<file path="config.mk">
export PLATFORM = sky130hd
export DESIGN_NAME = l2_mem_responder_flat
export DESIGN_NICKNAME = d
export VERILOG_FILES = /design/src/rtl/l2_mem_responder_if.sv /design/src/rtl/l2_mem_responder.sv /design/src/flat_wrapper.sv
export SDC_FILE = /design/constraint.sdc
export NUM_CORES = 1
export LEC_CHECK = 0
export CAP_MARGIN = 20
export CORE_AREA = 2 2 262 264
export DETAILED_ROUTE_END_ITERATION = 12
export DIE_AREA = 0 0 264 266
export PLACE_DENSITY_LB_ADDON = 0.08
export SLEW_MARGIN = 5
export SYNTH_ARGS = -nofsm -noshare
export SYNTH_HDL_FRONTEND = slang
export SYNTH_SLANG_ARGS = --single-unit
</file>
<file path="constraint.sdc">
create_clock -name clk -period 8.54 [get_ports clk]
set_input_delay 1.708 -clock clk [delete_from_list [all_inputs] [get_ports clk]]
set_output_delay 1.708 -clock clk [all_outputs]
set_load 0.01 [all_outputs]
</file>
<file path="src/rtl/l2_mem_responder_if.sv">
// L2-cache <-> memory-responder handshake bus: request addresses, write line,
// returned read line and the addrOK/dataOK acknowledgements.
interface l2_mem_responder_if #(
  parameter int offset_width = 3
);
  localparam int LineBits = 32 * (1 << offset_width);

  logic [31:0]         addr_l2cache_mem_r;
  logic [31:0]         addr_l2cache_mem_w;
  logic [LineBits-1:0] dout_l2cache_mem;
  logic [LineBits-1:0] din_mem_l2cache;
  logic                l2cache_mem_req_r;
  logic                l2cache_mem_req_w;
  logic                l2cache_mem_rdy;
  logic                l2cache_mem_SUC;
  logic [3:0]          l2cache_mem_wstrb;
  logic [1:0]          l2cache_mem_size;
  logic                mem_l2cache_addrOK_r;
  logic                mem_l2cache_addrOK_w;
  logic                mem_l2cache_dataOK;

  // The L2 cache side drives requests and consumes acknowledgements.
  modport master (
    output addr_l2cache_mem_r, addr_l2cache_mem_w, dout_l2cache_mem,
           l2cache_mem_req_r, l2cache_mem_req_w, l2cache_mem_rdy,
           l2cache_mem_SUC, l2cache_mem_wstrb, l2cache_mem_size,
    input  din_mem_l2cache, mem_l2cache_addrOK_r, mem_l2cache_addrOK_w,
           mem_l2cache_dataOK
  );

  modport slave (
    input  addr_l2cache_mem_r, addr_l2cache_mem_w, dout_l2cache_mem,
           l2cache_mem_req_r, l2cache_mem_req_w, l2cache_mem_rdy,
           l2cache_mem_SUC, l2cache_mem_wstrb, l2cache_mem_size,
    output din_mem_l2cache, mem_l2cache_addrOK_r, mem_l2cache_addrOK_w,
           mem_l2cache_dataOK
  );
endinterface

</file>
<file path="src/rtl/l2_mem_responder.sv">
// Memory responder for an L2 cache: serialises line or single-word accesses
// onto a one-word-per-cycle synchronous RAM and returns a response handshake.
module l2_mem_responder #(
  parameter int offset_width   = 3,
  parameter int ram_addr_width = 16
) (
  input  logic                      clk,
  input  logic                      rstn,
  l2_mem_responder_if.slave         bus,
  output logic                      ram_en,
  output logic [3:0]                ram_we,
  output logic [ram_addr_width-1:0] ram_addr,
  output logic [31:0]               ram_wdata,
  input  logic [31:0]               ram_rdata
);

  localparam int Words = 1 << offset_width;
  localparam int CntW  = offset_width + 1;

  typedef enum logic [1:0] {IDLE, WRITE, READ, RESP} state_e;

  state_e                    state_q, state_d;
  logic [CntW-1:0]           cnt_q, cnt_d;
  logic [ram_addr_width-1:0] addr_q, addr_d;
  logic                      suc_q, suc_d;
  logic [3:0]                wstrb_q, wstrb_d;
  logic [31:0]               wline_q [Words];
  logic [31:0]               wline_d [Words];
  logic [31:0]               rline_q [Words];
  logic [31:0]               rline_d [Words];

  logic                      addrOkR, addrOkW, ramEn;
  logic [3:0]                ramWe;
  logic [CntW-1:0]           beats;
  logic [offset_width-1:0]   wordIdx, capIdx;

  // Line accesses start at the line base; single-word accesses keep the word.
  function automatic logic [ram_addr_width-1:0] wordAddr(input logic [31:0] a, input logic suc);
    logic [ram_addr_width-1:0] w;
    w = a[ram_addr_width+1:2];
    if (!suc) w[offset_width-1:0] = '0;
    return w;
  endfunction

  assign beats   = suc_q ? CntW'(1) : CntW'(Words);
  assign wordIdx = cnt_q[offset_width-1:0];
  assign capIdx  = wordIdx - offset_width'(1);

  always_ff @(posedge clk) begin
    if (rstn) begin
      state_q <= IDLE;
      cnt_q   <= '0;
      addr_q  <= '0;
      suc_q   <= 1'b0;
      wstrb_q <= '0;
      wline_q <= '{default: '0};
      rline_q <= '{default: '0};
    end else begin
      state_q <= state_d;
      cnt_q   <= cnt_d;
      addr_q  <= addr_d;
      suc_q   <= suc_d;
      wstrb_q <= wstrb_d;
      wline_q <= wline_d;
      rline_q <= rline_d;
    end
  end

  always_comb begin
    state_d = state_q;
    cnt_d   = cnt_q;
    addr_d  = addr_q;
    suc_d   = suc_q;
    wstrb_d = wstrb_q;
    wline_d = wline_q;
    rline_d = rline_q;
    addrOkR = 1'b0;
    addrOkW = 1'b0;
    ramEn   = 1'b0;
    ramWe   = 4'h0;

    unique case (state_q)
      IDLE: begin
        if (bus.l2cache_mem_req_w) begin
          addrOkW = 1'b1;
          state_d = WRITE;
          cnt_d   = '0;
          suc_d   = bus.l2cache_mem_SUC;
          wstrb_d = bus.l2cache_mem_wstrb;
          addr_d  = wordAddr(bus.addr_l2cache_mem_w, bus.l2cache_mem_SUC);
          for (int k = 0; k < Words; k++) begin
            wline_d[k] = bus.dout_l2cache_mem[32*k +: 32];
          end
        end else if (bus.l2cache_mem_req_r) begin
          addrOkR = 1'b1;
          state_d = READ;
          cnt_d   = '0;
          suc_d   = bus.l2cache_mem_SUC;
          addr_d  = wordAddr(bus.addr_l2cache_mem_r, bus.l2cache_mem_SUC);
          rline_d = '{default: '0};
        end
      end
      WRITE: begin
        ramEn = 1'b1;
        ramWe = suc_q ? wstrb_q : 4'hF;
        cnt_d = cnt_q + CntW'(1);
        if (cnt_q == beats - CntW'(1)) state_d = RESP;
      end
      READ: begin
        // Issue runs one cycle ahead of capture, so READ lasts beats+1 cycles.
        if (cnt_q < beats) ramEn = 1'b1;
        if (cnt_q != '0) rline_d[capIdx] = ram_rdata;
        if (cnt_q == beats) state_d = RESP;
        else cnt_d = cnt_q + CntW'(1);
      end
      RESP: begin
        if (bus.l2cache_mem_rdy) state_d = IDLE;
      end
      default: state_d = IDLE;
    endcase
  end

  // Outputs are forced low combinationally so no RAM write escapes a reset cycle.
  always_comb begin
    bus.mem_l2cache_addrOK_r = 1'b0;
    bus.mem_l2cache_addrOK_w = 1'b0;
    bus.mem_l2cache_dataOK   = 1'b0;
    bus.din_mem_l2cache      = '0;
    ram_en                   = 1'b0;
    ram_we                   = 4'h0;
    ram_addr                 = '0;
    ram_wdata                = '0;
    if (!rstn) begin
      bus.mem_l2cache_addrOK_r = addrOkR;
      bus.mem_l2cache_addrOK_w = addrOkW;
      bus.mem_l2cache_dataOK   = (state_q == RESP);
      for (int k = 0; k < Words; k++) begin
        bus.din_mem_l2cache[32*k +: 32] = rline_q[k];
      end
      ram_en = ramEn;
      ram_we = ramWe;
      if (ramEn) begin
        ram_addr  = addr_q + ram_addr_width'(cnt_q);
        ram_wdata = wline_q[wordIdx];
      end
    end
  end

endmodule

</file>
<file path="src/flat_wrapper.sv">
// flat-port wrapper written by rule: the top's interface ports become plain ports
module l2_mem_responder_flat 
#(
  parameter int offset_width   = 3,
  parameter int ram_addr_width = 16
)
  (clk, rstn, ram_en, ram_we, ram_addr, ram_wdata, ram_rdata, bus_addr_l2cache_mem_r, bus_addr_l2cache_mem_w, bus_dout_l2cache_mem, bus_l2cache_mem_req_r, bus_l2cache_mem_req_w, bus_l2cache_mem_rdy, bus_l2cache_mem_SUC, bus_l2cache_mem_wstrb, bus_l2cache_mem_size, bus_din_mem_l2cache, bus_mem_l2cache_addrOK_r, bus_mem_l2cache_addrOK_w, bus_mem_l2cache_dataOK);
  l2_mem_responder_if #(.offset_width(offset_width)) bus_i ();
  input  logic clk;
  input  logic rstn;
  output logic ram_en;
  output logic [3:0] ram_we;
  output logic [ram_addr_width-1:0] ram_addr;
  output logic [31:0] ram_wdata;
  input  logic [31:0] ram_rdata;
  input wire logic [$bits(bus_i.addr_l2cache_mem_r)-1:0] bus_addr_l2cache_mem_r;
  input wire logic [$bits(bus_i.addr_l2cache_mem_w)-1:0] bus_addr_l2cache_mem_w;
  input wire logic [$bits(bus_i.dout_l2cache_mem)-1:0] bus_dout_l2cache_mem;
  input wire logic [$bits(bus_i.l2cache_mem_req_r)-1:0] bus_l2cache_mem_req_r;
  input wire logic [$bits(bus_i.l2cache_mem_req_w)-1:0] bus_l2cache_mem_req_w;
  input wire logic [$bits(bus_i.l2cache_mem_rdy)-1:0] bus_l2cache_mem_rdy;
  input wire logic [$bits(bus_i.l2cache_mem_SUC)-1:0] bus_l2cache_mem_SUC;
  input wire logic [$bits(bus_i.l2cache_mem_wstrb)-1:0] bus_l2cache_mem_wstrb;
  input wire logic [$bits(bus_i.l2cache_mem_size)-1:0] bus_l2cache_mem_size;
  output wire logic [$bits(bus_i.din_mem_l2cache)-1:0] bus_din_mem_l2cache;
  output wire logic [$bits(bus_i.mem_l2cache_addrOK_r)-1:0] bus_mem_l2cache_addrOK_r;
  output wire logic [$bits(bus_i.mem_l2cache_addrOK_w)-1:0] bus_mem_l2cache_addrOK_w;
  output wire logic [$bits(bus_i.mem_l2cache_dataOK)-1:0] bus_mem_l2cache_dataOK;
  assign bus_i.addr_l2cache_mem_r = bus_addr_l2cache_mem_r;
  assign bus_i.addr_l2cache_mem_w = bus_addr_l2cache_mem_w;
  assign bus_i.dout_l2cache_mem = bus_dout_l2cache_mem;
  assign bus_i.l2cache_mem_req_r = bus_l2cache_mem_req_r;
  assign bus_i.l2cache_mem_req_w = bus_l2cache_mem_req_w;
  assign bus_i.l2cache_mem_rdy = bus_l2cache_mem_rdy;
  assign bus_i.l2cache_mem_SUC = bus_l2cache_mem_SUC;
  assign bus_i.l2cache_mem_wstrb = bus_l2cache_mem_wstrb;
  assign bus_i.l2cache_mem_size = bus_l2cache_mem_size;
  assign bus_din_mem_l2cache = bus_i.din_mem_l2cache;
  assign bus_mem_l2cache_addrOK_r = bus_i.mem_l2cache_addrOK_r;
  assign bus_mem_l2cache_addrOK_w = bus_i.mem_l2cache_addrOK_w;
  assign bus_mem_l2cache_dataOK = bus_i.mem_l2cache_dataOK;
  l2_mem_responder #(.offset_width(offset_width), .ram_addr_width(ram_addr_width)) u_core (.clk(clk), .rstn(rstn), .bus(bus_i), .ram_en(ram_en), .ram_we(ram_we), .ram_addr(ram_addr), .ram_wdata(ram_wdata), .ram_rdata(ram_rdata));
endmodule
</file>
==> results_dict.tcl <==
set metrics [dict create \
    status "complete, no violations" \
    min_to "u_core.wline_q[61]" \
    cts_buffers 60 \
    die_area_mm2 0.0702 \
    clk_pin_slew_ns 0.06 \
    reg2reg_slack_ns 5.18 \
    rsz0062_at_grt "no" \
    maxSlewViolCount 0 \
    first_pass_iters 5 \
    synthTopCellsByArea "dfxtp_1, a22o_1, nand2_1" \
    seqCellArea_mm2 0.0108 \
    yosysSeqAreaShare 0.483 \
    rows 96 \
    powerDensity_mw_per_mm2 251 \
    p_sw_frac 0.347 \
    synth_top_area_frac 0.483 \
    finalClockSkew_ns 0.0229 \
    crit_fanout 230 \
    ys.flop_type "dfxtp_1" \
    stdcell_count 3865 \
    ios 676 \
    dp_hpwl_um 57600 \
    arrival_ns 4.24 \
    vias_per_cell 5.05 \
    crit_type "primary input to output port" \
    slew_headroom 0.256 \
    core-area_mm2 0.0677 \
    drtAntennaViolNets 0 \
    path_buf_inv 3 \
    p_sw_mw 2.72 \
    tightestPinTransition_ns 1.12 \
    endpoint_kind "output port" \
    internal_power_mw 5.12 \
    clock_path_buffers 3 \
    num_vias 19500 \
    tns_ns 0 \
    yosysMostFrequentCell "nand2_1" \
    grt_pass1_wl_um 122000 \
    synth_area_leader_cell "dfxtp_1" \
    placed_area_mm2 0.0291 \
    cts-root-buf "clkbuf_16" \
    yosys-top-cells-count "nand2_1, dfxtp_1, a21oi_1, nor2b_1, a22o_1" \
    place_inst 3752 \
    r2r_cells 7 \
    required_ns 6.83 \
    htree_levels 2 \
    crit_path_max_incr_delay_ns 0.68 \
    clock-sinks 539 \
    cts_resized 0 \
    critPathSlowestCell "buf_12" \
    antenna_found_initial 33 \
    start_util 0.330 \
    place.port_buffers 641 \
    die_h_um 266 \
    whs_ns 0.450 \
    place.gp.congestion 0.813 \
    hold_path_class "flop to flop" \
    max_freq_mhz 168 \
    nets 3310 \
    hold_start "u_core.wline_q[61]" \
    synth_nets 2815 \
    r2r-start "u_core.cnt_q[0]" \
    min_path_cells 2 \
    gr-usage-all-layers 0.227 \
    p_leak_nw 11.2 \
    synth-edff-count 0 \
    grt_max_degree 231 \
    drv_cap 0 \
    chipWidth_um 264 \
    crit_family "buffers and inverters" \
    clock_latency_ns 0.62 \
    fin_crit_ns 5.95 \
    multiInputGateArea_mm2 0.0105 \
    startpoint_type "primary input" \
    wl_per_cell_um 21.4 \
    cts_tree "done" \
    r2r_end "u_core.rline_q[164]" \
    power_frac_seq 0.375 \
    grt_pass1_vias 18900 \
    synthCells 2437 \
    drtIter0Drc 1083 \
    setup_viol 0 \
    path_cells "buf_8 > buf_12 > nor2b_1 > clkdlybuf4s50_1" \
    yosys_warnings 0 \
    synthArstFlopShare 0 \
    syn_area_mm2 0.0224 \
    timing.final.crit_share 0.696 \
    final_area_mm2 0.0312 \
    ys_ff_latch 539 \
    drc_errors 0 \
    synth_cell_types 49 \
    vdd.ir_drop.worst_uv 183 \
    cts_hold_buf 0 \
    fillers 6541 \
    p_comb_frac 0.283 \
    overflow 0 \
    wl_um 82700 \
    drive_above_1_share 0.0713 \
    p_clk_frac 0.342 \
    cts_setup_buffers 0 \
    area_growth_pct 39.5 \
    avgSynthCellArea_um2 9.17 \
    finalHoldViolations 0 \
]
sequential cells by signal, indices dropped and copies added (netlist names):
register / cells
u_core.suc_q: 1
u_core.wline_q: 256
u_core.cnt_q: 4
u_core.wstrb_q: 4
u_core.state_q: 2
u_core.addr_q: 16
u_core.rline_q: 256
final cells by class:
type,instances,share of cell area
inverters,16,0.00193
well taps,882,0.0354
multi-input cells,1650,0.338
flip-flops and latches,539,0.346
clock buffers,88,0.0573
repair buffers,665,0.212
clock inverters,14,0.00782
diodes,11,0.000883
tightest hold or removal path, delay by kind of cell (launching register included):
kind	cells	cell delay [ns]
compound gates	1	0.05
flops	1	0.30
simple gates	1	0.05
stage by stage:
step | worst slack, ns | utilization | power (mW)
2_1_floorplan | 4.27 | - | 4.43
3_3_place_gp | 2.68 | 0.430 | 5.22
3_5_place_dp | 2.65 | 0.430 | 5.26
4_1_cts | 2.64 | 0.460 | 7.96
5_1_grt | 2.44 | 0.460 | 8.25
6_report | 2.59 | 0.460 | 7.84
cell usage in the layout, fill, tap and decap left out, drive strengths merged, types with 13 or more instances in the layout:
cell / netlist / layout
clkdlybuf4s50: 0 / 640
nand2: 555 / 555
dfxtp: 539 / 539
a21oi: 277 / 277
nor2b: 262 / 262
a22o: 240 / 240
clkbuf: 97 / 88
nor2: 80 / 80
mux4: 64 / 64
mux2i: 45 / 45
buf: 135 / 25
inv: 16 / 17
a211oi: 17 / 17
o2bb2ai: 14 / 14
ha: 13 / 13
per-layer routing:
metal	global-route usage	wire, um	part of all wire	vias up
met3	0.0627	5930	0.072	149
met5	0	277	0.0033	-
met2	0.404	42100	0.51	598
li1	-	-	-	9332
met1	0.263	32400	0.39	9380
met4	0.0720	1960	0.024	42
power by group through the flow:
| stage | registers (mW) | logic (mW) | clock network, mW |
|---|---|---|---|
| 6_report | 2.94 | 2.22 | 2.68 |
| 5_1_grt | 2.97 | 2.43 | 2.85 |
| 3_3_place_gp | 2.98 | 2.23 | 0 |
| 3_5_place_dp | 2.99 | 2.26 | 0 |
| 2_1_floorplan | 2.90 | 1.52 | 0 |
| 4_1_cts | 2.94 | 2.27 | 2.75 |
cells by family after synthesis:
| group | after synthesis | share of synthesized area |
|---|---|---|
| and+or+nand+nor | 943 | 0.194 |
| AOI/OAI and AO/OA | 568 | 0.175 |
| xor gates and xnor gates | 12 | 0.00504 |
| muxes | 113 | 0.0867 |
| DFF | 539 | 0.483 |
| adders and majority gates | 14 | 0.00817 |
| buffers and inverters | 248 | 0.0485 |
worst max path at each step:
stage	cells past startpoint	startpoint	end	slack [ns]
3_5_place_dp	7	rstn	ram_addr[0]	2.65
5_1_grt	4	rstn	bus_din_mem_l2cache[192]	2.44
2_1_floorplan	4	rstn	bus_mem_l2cache_addrOK_r	4.27
4_1_cts	8	rstn	ram_addr[14]	2.64
3_3_place_gp	8	rstn	ram_addr[14]	2.68
6_report	4	rstn	bus_din_mem_l2cache[192]	2.59
(Power assumes the default switching activity.)
